`src/rtl/mem_arbiter.sv`:
```
// mem_arbiter: shares the single PDP8 memory controller port between the
// instruction fetch unit (read only) and the execute unit (read/write).
// One access at a time: IDLE -> ISSUE -> WAIT -> RESP, with a WAIT watchdog.
// Optional build macro MEM_ARB_ROUND_ROBIN_EN: round-robin grant on a
// simultaneous request instead of fixed execute-over-fetch priority.

`ifndef INSTRUCTION_FETCH
`define INSTRUCTION_FETCH 1'b1
`endif
`ifndef DATA_READ
`define DATA_READ 1'b0
`endif

module mem_arbiter #(
   parameter int unsigned WORD_W  = 12,
   parameter int unsigned TIMEOUT = 15
) (
   input  logic              clk,
   input  logic              reset_n,
   input  logic              if_req,
   input  logic [WORD_W-1:0] if_addr,
   output logic [WORD_W-1:0] if_rdata,
   output logic              if_done,
   input  logic              ex_req,
   input  logic              ex_we,
   input  logic [WORD_W-1:0] ex_addr,
   input  logic [WORD_W-1:0] ex_wdata,
   output logic [WORD_W-1:0] ex_rdata,
   output logic              ex_done,
   output logic              err,
   output logic [WORD_W-1:0] mem_address,
   output logic [WORD_W-1:0] mem_write_data,
   output logic              mem_read_enable,
   output logic              mem_read_type,
   output logic              mem_write_enable,
   input  logic [WORD_W-1:0] mem_read_data,
   input  logic              mem_operation_done
);

   localparam int unsigned CNT_W = 8;

   typedef enum logic [1:0] {
      S_IDLE  = 2'd0,
      S_ISSUE = 2'd1,
      S_WAIT  = 2'd2,
      S_RESP  = 2'd3
   } state_t;

   state_t              r_state, w_state;
   logic [CNT_W-1:0]    r_cnt, w_cnt;
   logic                r_owner_ex, w_owner_ex;
   logic                r_we, w_we;
   logic [WORD_W-1:0]   r_if_rdata, w_if_rdata;
   logic                r_if_done, w_if_done;
   logic [WORD_W-1:0]   r_ex_rdata, w_ex_rdata;
   logic                r_ex_done, w_ex_done;
   logic                r_err, w_err;
   logic [WORD_W-1:0]   r_mem_address, w_mem_address;
   logic [WORD_W-1:0]   r_mem_write_data, w_mem_write_data;
   logic                r_mem_read_enable, w_mem_read_enable;
   logic                r_mem_read_type, w_mem_read_type;
   logic                r_mem_write_enable, w_mem_write_enable;
   logic                w_grant_ex;
   logic [WORD_W-1:0]   w_resp_data;

`ifdef MEM_ARB_ROUND_ROBIN_EN
   // 1 = fetch was granted last, so execute wins the next tie
   logic                r_last_if, w_last_if;

   // Tie goes to whoever was not granted last
   always_comb begin
      w_grant_ex = ex_req && (!if_req || r_last_if);
   end
`else
   // Fixed priority: execute beats fetch on a tie
   always_comb begin
      w_grant_ex = ex_req;
   end
`endif

   // Next-state and next-output logic; every output register is loaded from here
   always_comb begin
      w_state            = r_state;
      w_cnt              = r_cnt;
      w_owner_ex         = r_owner_ex;
      w_we               = r_we;
      w_if_rdata         = '0;
      w_if_done          = 1'b0;
      w_ex_rdata         = '0;
      w_ex_done          = 1'b0;
      w_err              = 1'b0;
      w_mem_address      = r_mem_address;
      w_mem_write_data   = r_mem_write_data;
      w_mem_read_enable  = 1'b0;
      w_mem_read_type    = r_mem_read_type;
      w_mem_write_enable = 1'b0;
      w_resp_data        = '0;
`ifdef MEM_ARB_ROUND_ROBIN_EN
      w_last_if          = r_last_if;
`endif
      case (r_state)
         S_IDLE: begin
            if (if_req || ex_req) begin
               w_owner_ex         = w_grant_ex;
               w_we               = w_grant_ex && ex_we;
               w_mem_address      = w_grant_ex ? ex_addr : if_addr;
               w_mem_write_data   = (w_grant_ex && ex_we) ? ex_wdata : '0;
               w_mem_read_type    = w_grant_ex ? `DATA_READ : `INSTRUCTION_FETCH;
               w_mem_write_enable = w_grant_ex && ex_we;
               w_mem_read_enable  = !(w_grant_ex && ex_we);
               w_cnt              = '0;
               w_state            = S_ISSUE;
`ifdef MEM_ARB_ROUND_ROBIN_EN
               w_last_if          = !w_grant_ex;
`endif
            end
         end
         S_ISSUE: begin
            w_cnt   = '0;
            w_state = S_WAIT;
         end
         S_WAIT: begin
            if (mem_operation_done || (r_cnt == CNT_W'(TIMEOUT - 1))) begin
               // Writes and timed-out accesses return zero data
               w_resp_data = (mem_operation_done && !r_we) ? mem_read_data : '0;
               w_err       = !mem_operation_done;
               w_if_done   = !r_owner_ex;
               w_ex_done   = r_owner_ex;
               w_if_rdata  = r_owner_ex ? '0 : w_resp_data;
               w_ex_rdata  = r_owner_ex ? w_resp_data : '0;
               w_state     = S_RESP;
            end else begin
               w_cnt = r_cnt + CNT_W'(1);
            end
         end
         S_RESP: begin
            w_mem_address    = '0;
            w_mem_write_data = '0;
            w_mem_read_type  = 1'b0;
            w_cnt            = '0;
            w_state          = S_IDLE;
         end
         default: begin
            w_state = S_IDLE;
         end
      endcase
   end

   // State, latch and output registers
   always_ff @(posedge clk or negedge reset_n) begin
      if (!reset_n) begin
         r_state            <= S_IDLE;
         r_cnt              <= '0;
         r_owner_ex         <= 1'b0;
         r_we               <= 1'b0;
         r_if_rdata         <= '0;
         r_if_done          <= 1'b0;
         r_ex_rdata         <= '0;
         r_ex_done          <= 1'b0;
         r_err              <= 1'b0;
         r_mem_address      <= '0;
         r_mem_write_data   <= '0;
         r_mem_read_enable  <= 1'b0;
         r_mem_read_type    <= 1'b0;
         r_mem_write_enable <= 1'b0;
      end else begin
         r_state            <= w_state;
         r_cnt              <= w_cnt;
         r_owner_ex         <= w_owner_ex;
         r_we               <= w_we;
         r_if_rdata         <= w_if_rdata;
         r_if_done          <= w_if_done;
         r_ex_rdata         <= w_ex_rdata;
         r_ex_done          <= w_ex_done;
         r_err              <= w_err;
         r_mem_address      <= w_mem_address;
         r_mem_write_data   <= w_mem_write_data;
         r_mem_read_enable  <= w_mem_read_enable;
         r_mem_read_type    <= w_mem_read_type;
         r_mem_write_enable <= w_mem_write_enable;
      end
   end

`ifdef MEM_ARB_ROUND_ROBIN_EN
   // Round-robin pointer, fetch counted as last granted out of reset
   always_ff @(posedge clk or negedge reset_n) begin
      if (!reset_n) begin
         r_last_if <= 1'b1;
      end else begin
         r_last_if <= w_last_if;
      end
   end
`endif

   assign if_rdata         = r_if_rdata;
   assign if_done          = r_if_done;
   assign ex_rdata         = r_ex_rdata;
   assign ex_done          = r_ex_done;
   assign err              = r_err;
   assign mem_address      = r_mem_address;
   assign mem_write_data   = r_mem_write_data;
   assign mem_read_enable  = r_mem_read_enable;
   assign mem_read_type    = r_mem_read_type;
   assign mem_write_enable = r_mem_write_enable;

endmodule
```
`config.mk`:
```
export PLATFORM = sky130hd
export DESIGN_NAME = mem_arbiter
export DESIGN_NICKNAME = d
export VERILOG_FILES = /design/src/rtl/mem_arbiter.sv
export SDC_FILE = /design/constraint.sdc
export NUM_CORES = 1
export LEC_CHECK = 0
export CORE_MARGIN = 3
export CORE_UTILIZATION = 44
export DETAILED_ROUTE_END_ITERATION = 12
export GPL_ROUTABILITY_DRIVEN = 0
export PLACE_DENSITY = 0.79
export SLEW_MARGIN = 15
export SYNTH_ARGS = -nofsm -noshare
export SYNTH_HDL_FRONTEND = slang
export SYNTH_SLANG_ARGS = --single-unit
```
`constraint.sdc`:
```
create_clock -name clk -period 2 [get_ports clk]
set_input_delay 0.4 -clock clk [delete_from_list [all_inputs] [get_ports clk]]
set_output_delay 0.4 -clock clk [all_outputs]
set_load 0.02 [all_outputs]
```
# [Yosys cells after proc, flatten, opt, wreduce, memory -nomap -nowiden]
# Cells that the tools add are included.
[word_totals] reg_bits=66 input_bits=54 output_inout_bits=54 elab_cells=69
[op_classes] n_addsub=1 eq_ne=7 mux=32 reduce_logical=15
[ops] op="2-to-1 mux 12 bit" n=11
[ops] op="case mux 12 bit (2 select lines)" n=2
[ops] op="case mux 8 bit (3 select lines)" n=1
[ops] op="2-to-1 mux 8 bit" n=2
[ops] op="2-to-1 mux 1 bit" n=12
[ops] op="adder 8 x 1 -> 8 bit (second input constant)" n=1
[ops] op="equality test 8 x 4 -> 1 bit (second input constant)" n=1
[ops] op="case mux 2 bit (4 select lines)" n=1
[ops] op="AND reduction 2 bit" n=4
[ops] op="inequality test 2 bit (second input constant)" n=3
[ops] op="equality test 2 bit (second input constant)" n=2
[ops] op="zero test 1 bit" n=4
[ops] op="2-to-1 mux 2 bit" n=2
[ops] op="equality test 2 x 1 -> 1 bit (second input constant)" n=1
[ops] op="logical AND 1 bit" n=2
[ops] op="zero test 2 bit" n=1
[ops] op="logical OR 1 bit" n=2
[ops] op="case mux 1 bit (2 select lines)" n=1
[ops] op="nonzero test 2 bit" n=1
[ops] op="OR reduction 2 bit" n=1

# [Depth between registers and ports, before layout]
[depth] depth_word=6 ltp_mapped=8 depth_no_buf=6

# [Least setup slack after synthesis]
# No wires, ideal clock.
[synth_path] path_kind="register to register" start="register r_cnt[0]" end="register r_state[1]" setup_ns=0.128 arrival_ns=1.730 t_required_ns=1.872 path_slack_ns=0.143 path_stages_with_launch=7 n_path_buf=0 synth_period_minus_slack_ns=1.857 cell_sequence="dfrtp_1 -> inv_1 -> ha_1 -> or4b_4 -> o21a_1 -> a21oi_2 -> mux2_1"
[synth_via] elab_chain_cells=4
[synth_rtl] item="from (decl)" line_no="50" text="logic [CNT_W-1:0] r_cnt, w_cnt;"
[synth_rtl] item="from (signal assigned)" line_no="168" text="r_cnt <= w_cnt;"
[synth_rtl] item="equality test 8 x 4 -> 1 bit" line_no="123" text="if (mem_operation_done || (r_cnt == CNT_W'(TIMEOUT - 1))) begin"
[synth_rtl] item="logical OR 1 bit" line_no="123"
[synth_rtl] item="inequality test 2 bit (no source line)"
[synth_rtl] item="AND reduction 2 bit (no source line)"
[synth_rtl] item="to (signal assigned)" line_no="167" text="r_state <= w_state;"
[synth_rtl] item="to (decl)" line_no="49" text="state_t r_state, w_state;"
# Every way passes these cells.
# A chain may end at the register's enable or synchronous reset.

# [Worst setup path after layout]
# Same ends and word-level chain as after synthesis.

==> results.txt <==
- From synthesis to final layout, the design area changed by 51.1%.
* Cell at the root of the clock tree: clkbuf_8
- Area of the mapped netlist: 2810 µm²
- Compound-cell area share of the yosys netlist: 0.117
- Data on the critical path arrives at its endpoint at 2.16 ns.
- Synth Area per Inst: 11.1 µm²
* Cell Area, Placed: 4040 µm²
* Number of filler instances in the final layout: 464
- The initial utilization of the core area, before any placement, comes to 0.464.
- The number of hold violations in the final report came to 0.
- In this run the count of I/O pins placed on the die edge is 108.
- The number of global-route vias before repair was 2235.
- Nets@finish: 431
* Most used flip-flop cell after synthesis: dfrtp_1
* Aggregate routed wire length: 6.51 mm
* Area of all sequential standard cells: 1650 µm²
- In this run, synthesis inferred 0 flip-flops with an integrated enable.
* Class of the tightest hold or removal check: in -> async
* Worst clock skew on the final layout: 0.00620 ns
- Leakage power figure: 0.00191 µW
- The clock passes through at most 2 buffers.
- The initial antenna violation count came to 0.
- Post-synthesis xor/xnor area fraction: 0
- Post-Synth Simple-Gate Area: 0.185
- Final critical delay including setup and external delays: 1.93 ns
* First-pass GRT wire length: 10.7 mm
* Distinct cells, synth: 48
* Required time worst endpoint: 2.22 ns
- By area, the combinational part of the netlist is dominated by simple AND/OR/NAND/NOR gates.
- Share of synthesized area occupied by flip-flops and latches: 0.587
- The floorplan step defined a die boundary enclosing 7380 µm².
- Row count: 28
* Capturing point of the worst reg2reg path: r_state[1]
- Measured against its own limit, the worst slew margin works out to 0.751.
* Post-route cell area: 4250 µm²
- The wire-length estimate of the detail-placed layout is 4.80 mm.
- Highest net fanout along the worst path: 3
* Nature of the critical path endpoint: flop
- Summing all multi-input logic gate instances after layout gives 1060 µm².
- After synthesis, the share of flip-flops with an asynchronous set or reset is 1.00.
* Synth warnings: 0
- CTS tree: built
- Clock-pin slew was measured on the worst setup and hold paths at 0.08 ns.
* Fraction of synthesized area in multiplexers: 0.0503
* I/O Buffers: 107
* Fraction of the mapped netlist area in adder cells: 0.0223
* Post-Synthesis Net Count: 313
- Entering global routing, the biggest net connects 67 pins.
- Proportion of layout cells with a drive suffix above 1: 0.0981
* Clock Latency Late Sink: 0.34 ns
- Gr usage total: 0.188
* Portion of the clock cycle consumed by the worst path in the final layout: 0.966
- Overall power consumption after layout is estimated at 5240 µW.
- Post-CTS Setup Bufs: 0
- Grt ovf: 0
* Number of storage elements in the synthesis netlist: 66
- At the pin with the least slew margin, the transition time is 0.371 ns.
* Result of the run: completed
- VDD sags by at most 0.000822 V.
* Sinks on the clock net: 66
* Drt first-iter violations: 95
- For the worst flop-to-flop path, the logic depth is 6.
* Final-report setup violation count: 0
* Most frequent cells in the layout: clkdlybuf4s50_1 (106), dfrtp_1 (66), nand2_1 (42), and2_1 (25), o21ai_0 (20)
* Post-route insts no fill: 452
* Die Ht: 85.9 µm
- Tracing the worst setup path back leads to its startpoint at r_cnt[0].
- Via density per instance: 5.04
- After detailed routing, the number of remaining DRC violations is 0.
- Critical path startpoint category: flop
- Setup repair after global routing left no endpoint under its margin.
- Number of buffers created by CTS: 9
- Critical setup path kind: reg -> reg
- Count of final max-slew check failures: 0
* Initial DRT Pass Iterations: 4
- Average wire per cell in the routed design: 14.4 µm
- In this run, post-CTS hold repair placed 0 buffers.
* Max Clk Rate: 517 MHz
* Core box area: 6060 µm²
* # placed instances: 436
- The die is 85.9 µm wide.
- Summing over every cut layer, the via total after detailed routing is 2280.
- For the final routed database, the setup TNS stands at 0 ns.
- The detail route stage leaves a number of antenna-violating nets equal to 0.
- In the synthesized netlist, the number of instances is 254.
- In this run, post-CTS repair resized a total of 0 instances.
- Worst R2R Start: r_cnt[0]
- Leaving out fill and tap cells, the most frequent cell in the layout is clkdlybuf4s50_1.
- Dividing total power by cell area gives a power density of 1230 nW/µm².
* Max cap viols: 0
- Hold_ws: 0.0767 ns
- Diodes inserted: 0
* Number of H-tree levels: 3
- Across all register-to-register paths, the minimum setup slack is 0.07 ns.
[sequential cells by signal, summed over array words and instances, names as in the netlist]
register          count
mem_address          12
mem_write_data       12
mem_write_enable      1
r_state               2
r_we                  1
mem_read_type         1
if_rdata             12
err                   1
ex_done               1
if_done               1
r_owner_ex            1
r_cnt                 8
mem_read_enable       1
ex_rdata             12
[critical path, cell delays in order, from the launching register on]
cell and delay, ns:
dfrtp_1 0.38, inv_1 0.10, ha_1 0.14, or4b_4 0.46
o21a_1 0.23, a21oi_2 0.17, mux2_1 0.33
[kinds of logic after synthesis]
family                   after synthesis
adder cells (fa/ha/maj)                5
AO/OA/AOI/OAI                         50
flip-flops                            66
AND/OR/NAND/NOR                       96
buffers and inverters                 23
multiplexers                          14
[worst max-delay path by stage]
stage / end / slack [ns] / cells past startpoint
4_1_cts: r_state[1] / 0.08 / 6
2_1_floorplan: r_state[1] / 0.14 / 6
5_1_grt: r_state[1] / 0.001 / 6
3_3_place_gp: r_cnt[3] / 0.12 / 6
6_report: r_state[1] / 0.07 / 6
3_5_place_dp: r_cnt[3] / 0.07 / 6
[per-stage QoR]
step                utilization  setup WS, ns
finish                    0.701        0.0675
global route              0.701       0.00146
CTS                       0.700        0.0755
detailed placement        0.666        0.0708
global placement          0.666         0.116
floorplan                     -         0.143
[cells in the mapped netlist, drive strengths merged (2+ instances only)]
cell type  instances  area, µm²
mux2i             13        130
nand3              7       35.0
o31ai             14        105
o221ai             2       17.5
nor3b              2       26.3
dfrtp             66       1650
clkbuf             5       18.8
inv                7       26.3
a31oi              2       12.5
o21ai             22        114
a21oi              3       18.8
nor2               2       7.51
ha                 5       62.6
and2              25        156
nor3               2       10.0
and3               2       12.5
buf               10       60.1
nand2             42        158
[routing by layer]
layer,share of wire,up-vias,routed length (µm),global-route usage
li1,-,1116,-,-
met1,0.41,1083,2650,0.228
met2,0.51,71,3320,0.304
met3,0.059,10,383,0.0528
met4,0.024,0,155,0.0964
met5,0,-,0,0
[final cells by class]
type                            instances  share of cell area
Sequential cell                        66               0.389
Tap cell                               75              0.0221
Inverter                                8             0.00707
Clock inverter                          7              0.0197
Multi-Input combinational cell        165               0.250
Clock buffer                            9              0.0292
Timing Repair Buffer                  122               0.283
[where the power goes]
| part | leakage (µW) | switching, µW | internal, µW | total [µW] |
|---|---|---|---|---|
| clock network | 0.000103 | 554 | 599 | 1150 |
| registers | 0.000888 | 187 | 1670 | 1860 |
| logic | 0.000920 | 1180 | 1050 | 2220 |
(Power assumes the default switching activity.)
==> RTL edit 1 (config.mk and constraints unchanged) <==
Put one more register stage on the output `err`, without a reset. The value now appears one clock later. The other outputs are not delayed to match.
--- a/src/rtl/mem_arbiter.sv
+++ b/src/rtl/mem_arbiter.sv
@@ -197,5 +197,7 @@
    assign ex_rdata         = r_ex_rdata;
    assign ex_done          = r_ex_done;
-   assign err              = r_err;
+   always_ff @(posedge clk) begin
+      err <= r_err;
+   end
    assign mem_address      = r_mem_address;
    assign mem_write_data   = r_mem_write_data;
Function: no difference found for any inputs over 10 cycles, from zero or initial values and one cycle with reset_n low; that may be too few to reach the edited logic, so the function may still have changed.
==> RTL edit 1 against the original RTL <==
Synthesized area grew 0.71%; die area grew 0.66%; clock skew grew 0.0021 ns; setup slack gained 0.0033 ns; wire length grew 4.0%; maximum frequency grew 0.17%; combinational power grew 2%; sequential cell count grew 1; sequential share of layout area is essentially flat; power grew 0.68%; cell area grew 1.2%.
==> RTL edit 1: results (changes against the original RTL) <==
{| class="wikitable"
! Metric !! Value
|-
| Synthesized-area fraction occupied by xor and xnor cells || 0% (unchanged)
|-
| Number of enable-type register cells in the synthesized netlist || 0 (unchanged)
|-
| Fraction of the yosys area taken by sequential cells || 59.04% (was 58.74%)
|-
| Clock Tree Buf Depth || 2 (unchanged)
|-
| Async S/R FF share, synth || 98.51% (was 100.0%)
|-
| Number of hold-slack violations in the final timing report || 0 (unchanged)
|-
| Inserted Clock Buffers || 9 (unchanged)
|-
| Adder-cell area share of the yosys netlist || 2.209% (was 2.225%)
|-
| Worst max-slew margin expressed relative to the limit || 72.29% (was 75.07%)
|-
| Cell chosen for the clock root || clkbuf_8 (unchanged)
|-
| Post-placement cell area || 4058 µm² (was 4038 µm²)
|-
| Most common library cells after synthesis || dfrtp_1, nand2_1, and2_1 (unchanged)
|-
| Count of port buffers added during placement || 107 (unchanged)
|-
| Combinational family with the most area after synthesis || simple AND/OR/NAND/NOR gates (unchanged)
|-
| Compound-cell area share of the yosys netlist || 11.58% (was 11.66%)
|-
| Maximum level of the CTS H-tree || 3 (unchanged)
|-
| Fin nets || 435 (was 431)
|-
| Clock input transition at the sequential cells of the worst setup and hold paths || approximately 0.07 ns
|-
| Iteration-0 DRC Markers || 138 (was 95)
|-
| Signal arrival time at the worst endpoint || 2.14 ns (was 2.16 ns)
|-
| Prevailing post-synth register cell || dfrtp_1 (unchanged)
|-
| TritonRoute pass-1 iters || 4 (unchanged)
|-
| Largest net degree at the start of global routing || 67 (unchanged)
|-
| Outcome || finished clean (unchanged)
|-
| Internal power component || 3367 µW (was 3319 µW)
|-
| Distinct cell type count of the synthesized netlist || 49 (was 48)
|-
| DR vias || 2,306 (was 2,280)
|-
| Placed wire-length estimate after detailed placement || 4.868 mm (was 4.801 mm)
|-
| Worst setup skew after layout || 0.008312 ns (was 0.006204 ns)
|-
| Number of filler cells placed in the layout || 449 (was 464)
|-
| Max FO, Critical Path || 4 (was 3)
|-
| Multiplexer area fraction after synthesis || 4.993% (was 5.029%)
|-
| Overall track demand over capacity in global routing || 19.44% (was 18.77%)
|-
| Worst-Skew Late Latency || 0.33 ns
|-
| Static Leakage || 0.001939 µW (was 0.001910 µW)
|-
| Dominant cells by area after synthesis || dfrtp_1, nand2_1, and2_1 (unchanged)
|-
| First-pass GRT wire length || 11.20 mm (was 10.71 mm)
|-
| Yosys warning total || 0 (unchanged)
|-
| Share of cells above drive strength 1 || 11.02% (was 9.814%)
|-
| Number of nets produced by synthesis || 314 (was 313)
|-
| Maximum VDD drop || 712.0 µV (was 821.5 µV)
|-
| Fraction of synthesized cell area taken by the top area cell type || 58.33% (was 58.74%)
|-
| Antenna cell count || 0 (unchanged)
|-
| Antenna violations before repair || 0 (unchanged)
|-
| Wire length per cell || 14.84 µm (was 14.40 µm)
|-
| Worst Hold Class || input port to asynchronous set/reset pin (unchanged)
|}
==> RTL edit 1: power by group through the flow <==
stage | clock network [µW] | registers, µW | logic [µW]
3_5_place_dp | 0 | 1900 | 2240
2_1_floorplan | 0 | 2230 | 893
3_3_place_gp | 0 | 1890 | 2170
6_report | 1120 | 1890 | 2260
4_1_cts | 1140 | 1890 | 2250
5_1_grt | 1210 | 1940 | 2460
==> RTL edit 1: repair_timing <==
action	CTS	global route
setup endpoints to repair	1	1
gates cloned	0	0
hold buffers	0	0
buffers inserted	1	2
gates resized for setup	1	3
pin swaps	1	2
==> RTL edit 1: area by class of cell <==
| type | instances | area share [%] |
|---|---|---|
| repair buffers | 125 | 28.52 |
| clock buffers | 10 | 3.201 |
| inverters | 8 | 0.6985 |
| multi-input cells | 165 | 25.00 |
| well taps | 75 | 2.183 |
| flip-flops and latches | 67 | 38.88 |
| clock inverters | 6 | 1.513 |
==> RTL edit 1: final timing paths <==
| path | from | end | slack, ns | cells after the start |
|---|---|---|---|---|
| setup / recovery | r_cnt[0] | r_state[1] | 0.07 | 6 |
| hold / removal | reset_n | if_rdata[10] | 0.07 | 2 |
| setup reg to reg | r_cnt[0] | r_state[1] | 0.07 | 6 |
| hold reg to reg | r_err | err | 0.34 | 0 |
| max in group asynchronous | reset_n | r_state[1] | 1.66 | 2 |
| min in group clk | r_err | err | 0.34 | 0 |
==> RTL edit 1: per-stage QoR <==
step                util, %  total power [µW]  setup WS, ns  instances  hold slack, ns
floorplan                 -              3123        0.1429        255          0.1044
finish                70.93              5272       0.07077        456         0.06680
detailed placement    66.95              4138     -0.004920        437          0.3286
global route          70.93              5602      -0.01154        456         0.08302
global placement      66.95              4060      0.006934        437          0.3253
CTS                   70.42              5280       0.01076        454         0.07571
==> RTL edit 1: critical path, stage by stage, from the launching register on <==
cell and delay, ns:
dfrtp_1 0.42, inv_2 0.10, ha_4 0.13, or4b_4 0.46
o21a_1 0.22, a21oi_2 0.17, mux2_4 0.31
==> RTL edit 1: per-layer routing <==
layer | part of all wire, % | up-vias | routed length, µm | global-route usage [%]
met2 | 50 | 83 | 3386 | 32.87
met4 | 1.5 | 0 | 102 | 8.640
met5 | 0 | - | 0 | 0
met1 | 41 | 1094 | 2794 | 23.49
li1 | - | 1121 | - | -
met3 | 7.2 | 8 | 485 | 4.943
==> RTL edit 1: cells by family (layout without fill, tap and decap cells) <==
| family | Yosys count | in the layout |
|---|---|---|
| simple gates | 96 | 96 |
| flops | 67 | 67 |
| compound gates | 50 | 50 |
| buf+inv | 23 | 149 |
| mux | 14 | 14 |
| fa+ha+maj | 5 | 5 |
==> RTL edit 2 (config.mk and constraints unchanged) <==
Made on the original files. Set the parameter `WORD_W` to 24 (it was 12).
--- a/src/rtl/mem_arbiter.sv
+++ b/src/rtl/mem_arbiter.sv
@@ -13,5 +13,5 @@
 
 module mem_arbiter #(
-   parameter int unsigned WORD_W  = 12,
+   parameter int unsigned WORD_W  = 24,
    parameter int unsigned TIMEOUT = 15
 ) (
Ports: changed (8 resized); port bits go from 108 to 204. The function was not compared with the original's and may differ.
==> RTL edit 2 against the original RTL <==
Sequential cell count increased by 48; combinational power increased by 91%; setup slack got worse by 0.061 ns; cell count increased by 74%; via count increased by 80%; power increased by 99%; clock skew increased by 0.0072 ns; clock power increased to 2.6 times the old value; synthesized area increased by 65%; count of clock-buffer cells in the layout increased by 10; cell area increased by 83%; synthesized cell count increased by 61%; wire length increased by 110%; critical endpoint is now ex_rdata[0]; largest cell class unchanged.
==> RTL edit 2: results (changes against the original RTL) <==
{| class="wikitable"
! Metric !! Value
|-
| Fraction of synthesized cell area taken by the top area cell type || 61.44% (was 58.74%)
|-
| Outcome || finished clean (unchanged)
|-
| Most common library cells after synthesis || dfrtp_1, nand2_1, and3_1 (was dfrtp_1, nand2_1, and2_1)
|-
| Static Leakage || 0.003628 µW (was 0.001910 µW)
|-
| Worst Hold Class || input port to flip-flop (was input port to asynchronous set/reset pin)
|-
| TritonCTS Sinks || 114 (was 66)
|-
| Depth of the worst register-to-register path || 8 (was 6)
|-
| Worst-Skew Late Latency || 0.51 ns (was 0.34 ns)
|-
| Worst setup skew after layout || 0.01340 ns (was 0.006204 ns)
|-
| Via count of the first global-routing pass || 3,934 (was 2,235)
|-
| Overall track demand over capacity in global routing || 21.98% (was 18.77%)
|-
| Reg2Reg Capture Point || ex_rdata[0] (was r_state[1])
|-
| Post-route worst hold slack || 0.2887 ns (was 0.07668 ns)
|-
| Dominant cells by area after synthesis || dfrtp_1, nand2_1, and3_1 (was dfrtp_1, nand2_1, and2_1)
|-
| Maximum level of the CTS H-tree || 4 (was 3)
|-
| Iteration-0 DRC Markers || 213 (was 95)
|-
| Synth-to-Final Area Change || 67.69% (was 51.09%)
|-
| Share of cells above drive strength 1 || 14.42% (was 9.814%)
|-
| Worst max-slew margin expressed relative to the limit || 59.39% (was 75.07%)
|-
| Clock input transition at the sequential cells of the worst setup and hold paths || 0.06 ns (was 0.08 ns)
|-
| Placed wire-length estimate after detailed placement || 8.754 mm (was 4.801 mm)
|-
| Bufs w/o clock || 239 (was 122)
|-
| Post-synth design cell area || 4643 µm² (was 2811 µm²)
|-
| Non-clock inverter total of the final layout || 7 (was 8)
|-
| Clock distribution area overhead in the final layout || 7.601% (was 4.890%)
|-
| Non-clock buffer share of cell area || 31.05% (was 28.34%)
|-
| Max FO, Critical Path || 6 (was 3)
|-
| Hold buffers post-CTS || 1 (was 0)
|-
| First-pass GRT wire length || 19.76 mm (was 10.71 mm)
|-
| Worst slack at placement || -0.1822 ns (was 0.07084 ns)
|-
| Number of filler cells placed in the layout || 626 (was 464)
|-
| Count of port buffers added during placement || 203 (was 107)
|-
| Fin nets || 746 (was 431)
|-
| Resize count post-CTS || 2 (was 0)
|-
| Inserted Clock Buffers || 17 (was 9)
|-
| Largest net degree at the start of global routing || 115 (was 67)
|-
| Multi-input gate area in the final layout || 1728 µm² (was 1061 µm²)
|}
## RTL edit 2: changes by cell type after synthesis, moves of 5 or more
cell,delta
and2_1,-23
and3_1,+43
and3_2,+5
clkbuf_1,+11
dfrtp_1,+48
mux2i_1,+14
nand2_1,+35
o21ai_0,+11
o31ai_1,+12
## RTL edit 2: kinds of logic after synthesis
logic type / synth area share [%]
mux: 6.063
simple gates: 17.33
buf+inv: 3.476
compound gates: 10.35
fa+ha+maj: 1.347
flops: 61.44
## RTL edit 2: worst max-delay path, stage by stage (launching register included)
cell	delay [ns]
dfrtp_1	0.38
inv_2	0.08
ha_4	0.12
nor4b_4	0.27
a41oi_4	0.18
buf_6	0.16
nor3b_4	0.34
clkbuf_16	0.22
and3_2	0.17
## RTL edit 2: metal layers
| layer | GRT usage (%) | wire (µm) | vias up |
|---|---|---|---|
| li1 | - | - | 1891 |
| met1 | 25.63 | 5262 | 1972 |
| met2 | 36.50 | 6857 | 214 |
| met3 | 8.407 | 1321 | 21 |
| met4 | 9.017 | 257 | 0 |
| met5 | 0 | 0 | - |
## RTL edit 2: worst max-delay path by stage
stage,depth (start not counted),endpoint,slack [ns],start
after floorplan,7,r_cnt[5],0.08,r_state[0]
after global placement,4,ex_rdata[1],-0.09,mem_operation_done
after detailed placement,4,ex_rdata[1],-0.18,mem_operation_done
after CTS,6,ex_rdata[8],-0.06,r_cnt[0]
after global routing,8,ex_rdata[17],-0.06,r_cnt[0]
final,8,ex_rdata[0],0.006,r_cnt[0]
## RTL edit 2: power breakdown
part	internal [µW]	total, µW	switching [µW]
sequential	2870	3200	334
clock	1850	2960	1100
combinational	2000	4250	2260
